--- src/rtl/dial_angle_encoder.sv ---
// Dial angle encoder: digital strobe-paced rotation plus analog spinner deltas into one wrapping position.
// Optional hold-acceleration of the digital rate when DIAL_ACCEL_EN is defined.
module dial_angle_encoder #(
   parameter int unsigned OUT_W     = 4,
   parameter int unsigned FRAC_W    = 4,
   parameter int unsigned SLOW_RATE = 8,
   parameter int unsigned FAST_RATE = 16,
   parameter int unsigned SPIN_SHL  = 2
) (
   input  logic             clk,
   input  logic             reset_n,
   input  logic             fast,
   input  logic             minus,
   input  logic             plus,
   input  logic             strobe,
   input  logic [8:0]       spin_in,
   input  logic             zero,
   output logic [OUT_W-1:0] spin_out
);

   localparam int unsigned ACC_W = OUT_W + FRAC_W;
   localparam int unsigned SUM_W = ACC_W + 2;

   logic [ACC_W-1:0]        acc;
   logic [ACC_W-1:0]        acc_nxt;
   logic                    strobe_d;
   logic                    tog_d;
   logic                    armed;
   logic                    strobe_edge;
   logic                    dir_up;
   logic                    dir_dn;
   logic signed [SUM_W-1:0] rate;
   logic signed [SUM_W-1:0] d_dig;
   logic signed [SUM_W-1:0] d_sp;

   assign strobe_edge = strobe & ~strobe_d;
   assign dir_up      = plus & ~minus;
   assign dir_dn      = minus & ~plus;
   assign spin_out    = acc[ACC_W-1:FRAC_W];

`ifdef DIAL_ACCEL_EN
   logic [4:0] hold_cnt;
   logic [4:0] cnt_nxt;
   logic [1:0] dir;
   logic [1:0] prev_dir;
   logic [1:0] lvl;

   // Level is taken from the post-edge count so the 9th held edge already steps double.
   always_comb begin
      dir     = {dir_dn, dir_up};
      cnt_nxt = hold_cnt;
      if (dir == 2'b00) begin
         cnt_nxt = '0;
      end else if (strobe_edge) begin
         if (dir != prev_dir)
            cnt_nxt = '0;
         else if (hold_cnt != '1)
            cnt_nxt = hold_cnt + 5'd1;
      end
      if (cnt_nxt >= 5'd16)
         lvl = 2'd2;
      else if (cnt_nxt >= 5'd8)
         lvl = 2'd1;
      else
         lvl = 2'd0;
   end

   always_ff @(posedge clk or negedge reset_n) begin
      if (!reset_n) begin
         hold_cnt <= '0;
         prev_dir <= '0;
      end else begin
         hold_cnt <= cnt_nxt;
         if (strobe_edge)
            prev_dir <= dir;
      end
   end
`endif

   always_comb begin
      rate = fast ? SUM_W'(FAST_RATE) : SUM_W'(SLOW_RATE);
`ifdef DIAL_ACCEL_EN
      rate = rate << lvl;
`endif
      d_dig = '0;
      if (strobe_edge && dir_up)
         d_dig = rate;
      else if (strobe_edge && dir_dn)
         d_dig = -rate;
      d_sp = '0;
      if (armed && (spin_in[8] != tog_d))
         d_sp = {{(SUM_W-8){spin_in[7]}}, spin_in[7:0]} << SPIN_SHL;
      // Sum carries two guard bits; truncation gives wrap in both directions.
      acc_nxt = ACC_W'(signed'({2'b00, acc}) + d_dig + d_sp);
   end

   always_ff @(posedge clk or negedge reset_n) begin
      if (!reset_n) begin
         acc      <= '0;
         strobe_d <= 1'b0;
         tog_d    <= 1'b0;
         armed    <= 1'b0;
      end else begin
         strobe_d <= strobe;
         tog_d    <= spin_in[8];
         armed    <= 1'b1;
         acc      <= zero ? '0 : acc_nxt;
      end
   end

endmodule

--- config.mk ---
export PLATFORM = sky130hd
export DESIGN_NAME = dial_angle_encoder
export DESIGN_NICKNAME = d
export VERILOG_FILES = /design/src/rtl/dial_angle_encoder.sv
export SDC_FILE = /design/constraint.sdc
export NUM_CORES = 1
export LEC_CHECK = 0
export CELL_PAD_IN_SITES_DETAIL_PLACEMENT = 1
export CELL_PAD_IN_SITES_GLOBAL_PLACEMENT = 1
export CORE_ASPECT_RATIO = 0.8
export CORE_UTILIZATION = 37
export CTS_BUF_LIST = sky130_fd_sc_hd__clkbuf_8
export DETAILED_ROUTE_END_ITERATION = 6
export GPL_TIMING_DRIVEN = 0
export PLACE_DENSITY = 0.88
export SYNTH_ARGS = -nofsm -noshare
export SYNTH_HDL_FRONTEND = slang
export SYNTH_SLANG_ARGS = --single-unit
--- constraint.sdc ---
create_clock -name clk -period 3.4 [get_ports clk]
set_clock_uncertainty 0.05 [all_clocks]
set_input_delay 0.68 -clock clk [delete_from_list [all_inputs] [get_ports clk]]
set_output_delay 0.68 -clock clk [all_outputs]
set_load 0.01 [all_outputs]
==> impl_summary.txt <==
----------------------------------------------------
[Outcome]
  Status ... finished, final reports clean

[Power]
  Part of the power in registers ... 33.2%
  Internal portion of total power ... 0.000278 W
  Leak ... 0.499 nW
  Worst vdd rail ir drop ... 0.222 mV
  Clock share of power ... 32.1%
  Fraction of power spent switching nets ... 28.4%
  Part of the power in combinational logic ... a little over a third
  Power Dens Cells ... 407 nW/um^2
  Net Switching ... 0.000110 W

[Global route]
  Wire length of the first global-routing pass ... 2480 um
  Overall global routing resource usage ... a little under a fifth
  Layer with the highest usage after global routing ... met2
  Number of antenna violations at the first check in global routing ... 0
  Met2 track utilization from global routing ... a little over a third
  Maximum number of pins on one net before global-route repair ... 10
  Residual overflow from global routing ... 0
  Global-route track usage on met3 ... 2.27%
  Via count of the first global-routing pass ... 573
  Global routing met1 resource utilization ... ~20%

[Route]
  Vias after detailed routing ... 483
  Post-detailed-routing wire length ... ~1400 um
  Average detailed-routed wire length per instance ... 13.3 um
  Remaining DRCs ... 0
  DR iter-0 viols ... 3
  Final ANT Viol Nets ... 0
  Routed vias/inst ... 4.60
  Number of iterations in the first detailed-routing pass ... 3

[Placement]
  Count of placed standard cells including taps ... 99
  Number of buffers added on ports ... 17
  Routability congestion estimate ... 0.770
  Detail Placement HPWL ... 1100 um

[Floorplanning]
  Die Span X ... 49.7 um
  Number of standard-cell rows in the floorplan ... 13
  Die Area ... 1990 um^2
  Number of top-level pins ... 20
  Core Footprint ... between 1500 and 2000 um^2
  Die Y-Extent ... between 40 and 50 um
  Effective utilization at floorplan ... 40.6%

[Timing]
  Achievable Freq ... 0.310 GHz
  Number of failing hold endpoints at the final stage ... 0
  Final period demand of the worst path ... around 3200 ps
  Final Setup Violations ... 0
  Setup repair after global routing missed its margin ... false
  Pins Over Slew Limit ... 0
  Post-route clock period utilization ... approximately 95%

[Logic synthesis]
  Count leader, synth ... dfrtp_1
  Number of instances in the synthesized netlist ... 60
  Number of nets in the synthesized netlist ... 86
  Netlist area before placement ... 673 um^2
  Number of enable flip-flop cells after synthesis ... 0
  Mean Syn Cell Area ... 11.2 um^2
  Synth top area cells ... dfrtp_1 (33%), fa_1 (15%), ha_1 (9.3%)
  Synth async-reset ratio ... 100%
  Sequential share of the synthesized area ... 33.5%
  Number of storage elements in the synthesis netlist ... 9
  Synth top area share ... roughly 33%
  Number of warning messages in the yosys log ... 0
  Count of different cell masters after synthesis ... 24
  Primary flip-flop cell chosen by synthesis mapping ... dfrtp_1
  Cell type with the highest aggregate area in the netlist ... dfrtp_1
  Top cells by instance count after synthesis ... dfrtp_1 (9), inv_1 (7), fa_1 (5), ha_1 (5), buf_4 (4)

[Setup path]
  Worst setup path class ... input port to flop
  Startpoint class of the critical path ... input port
  Worst r2r src ... strobe_d
  CP startpoint ... plus
  Data required time of the critical path ... 3520 ps
  Crit path DAT ... 3340 ps
  CP Max Fanout ... 4
  Crit. End Element ... flop

[Clock tree]
  Number of levels the H-tree was split into ... 1
  Number of buffers inserted by hold repair at cts ... 0
  Root buffer selected by CTS ... clkbuf_8
  CTS tree ... built
  Worst-path clk slew ... 50 ps
  Number of CTS-inserted buffers ... 3
  Sinks on Clock Net ... 9
  Skew-Pair Late Insertion Delay ... 240 ps
  Maximum number of buffers from clock root to sink ... 2

[Run]
  Max_cap viols ... 0

[Min path]
  HP Class ... flop to flop
  Hold Path Origin ... acc[2]

[Cells and area]
  NumNets Final ... 110
  Area overhead of the layout relative to synthesis ... 41.8%
  Post-route non-filler standard cell count ... between 100 and 150
  Filler cell count in the final layout ... 186
  Fraction of layout instances using a drive strength above 1 ... a little under a quarter
  Final core area utilization ... 57.5%
  Antenna fix cells ... 0

----------------------------------------------------
==> metrics by stage <==
stage / instance area [um^2] / hold WS [ps] / total power [W] / setup slack (ps) / TNS [ps]
CTS: 933 / 555 / 0.000389 / 16.8 / 0
floorplan: 673 / 334 / 0.000208 / 224 / 0
detailed placement: 871 / 545 / 0.000260 / -412 / -421
finish: 955 / 556 / 0.000388 / 176 / 0
global placement: 871 / 526 / 0.000253 / -406 / -406
global route: 955 / 579 / 0.000415 / 18.8 / 0
==> worst max-delay path: stages <==
cell and delay, ps:
dlygate4sd2_1 270, xnor2_1 130, or4b_4 480, fa_1 500, inv_1 50, ha_2 200
fa_2 360, a21o_2 230, a21oi_2 140, xnor3_1 210, nor2_1 100
==> layout by cell type (no fill, tap or decap), types with 2 or more instances in the layout <==
cell             count
clkdlybuf4s50_1     12
dfrtp_1              9
inv_1                8
buf_4                6
fa_1                 4
ha_1                 4
and3_1               3
xnor2_1              3
nor2_1               3
nor2b_1              3
clkbuf_8             3
dlygate4sd2_1        3
nand2_1              2
dlymetal6s2s_1       2
==> cells by family (layout without fill, tap and decap cells) <==
group / Yosys count / count (layout) / synth area share (%)
other: 1 / 1 / 0.557
adder cells (fa/ha/maj): 10 / 10 / 24.2
AND/OR/NAND/NOR: 17 / 17 / 16.5
flip-flops: 9 / 9 / 33.5
buffers and inverters: 11 / 34 / 8.37
XOR/XNOR: 7 / 7 / 12.3
AO/OA/AOI/OAI: 5 / 5 / 4.65
==> layer usage <==
metal	up-vias	wire length, um
li1	233	-
met5	-	0
met1	227	575
met2	18	722
met4	0	31
met3	5	67
==> registers in the layout, summed over array words and instances, names as in the netlist <==
register,flops
armed,1
acc,6
strobe_d,1
tog_d,1
==> path summary, 6_finish.rpt <==
path | endpoint | cells after the start | slack, ps
max in group asynchronous | acc[4] | 1 | 2290
worst max register to register | acc[7] | 9 | 600
min in group asynchronous | acc[6] | 1 | 710
worst min-delay path | acc[2] | 2 | 560
worst max-delay path | acc[7] | 11 | 180
worst min register to register | acc[2] | 2 | 560
==> timing repair <==
action,CTS,global route
resized for setup,6,5
pin swaps,1,4
endpoints found under the hold margin,0,0
endpoints found under the setup margin,1,1
setup buffers,1,1
==> power groups by stage <==
stage	combinational, W	clock [W]	sequential, W
2_1_floorplan	0.0000800	0	0.000128
3_3_place_gp	0.000123	0	0.000130
3_5_place_dp	0.000129	0	0.000130
4_1_cts	0.000134	0.000126	0.000129
5_1_grt	0.000150	0.000134	0.000130
6_report	0.000135	0.000125	0.000129
==> cell type report <==
cell class	count	area (um^2)	area share [%]
inverters	7	26.3	2.75
clock buffers	3	41.3	4.33
repair buffers	19	186	19.5
plain buffers	4	30.0	3.15
well taps	22	27.5	2.88
flip-flops and latches	9	225	23.6
multi-input cells	40	414	43.4
clock inverters	1	3.75	0.393
No activity file was read; power rests on OpenSTA's default activity.
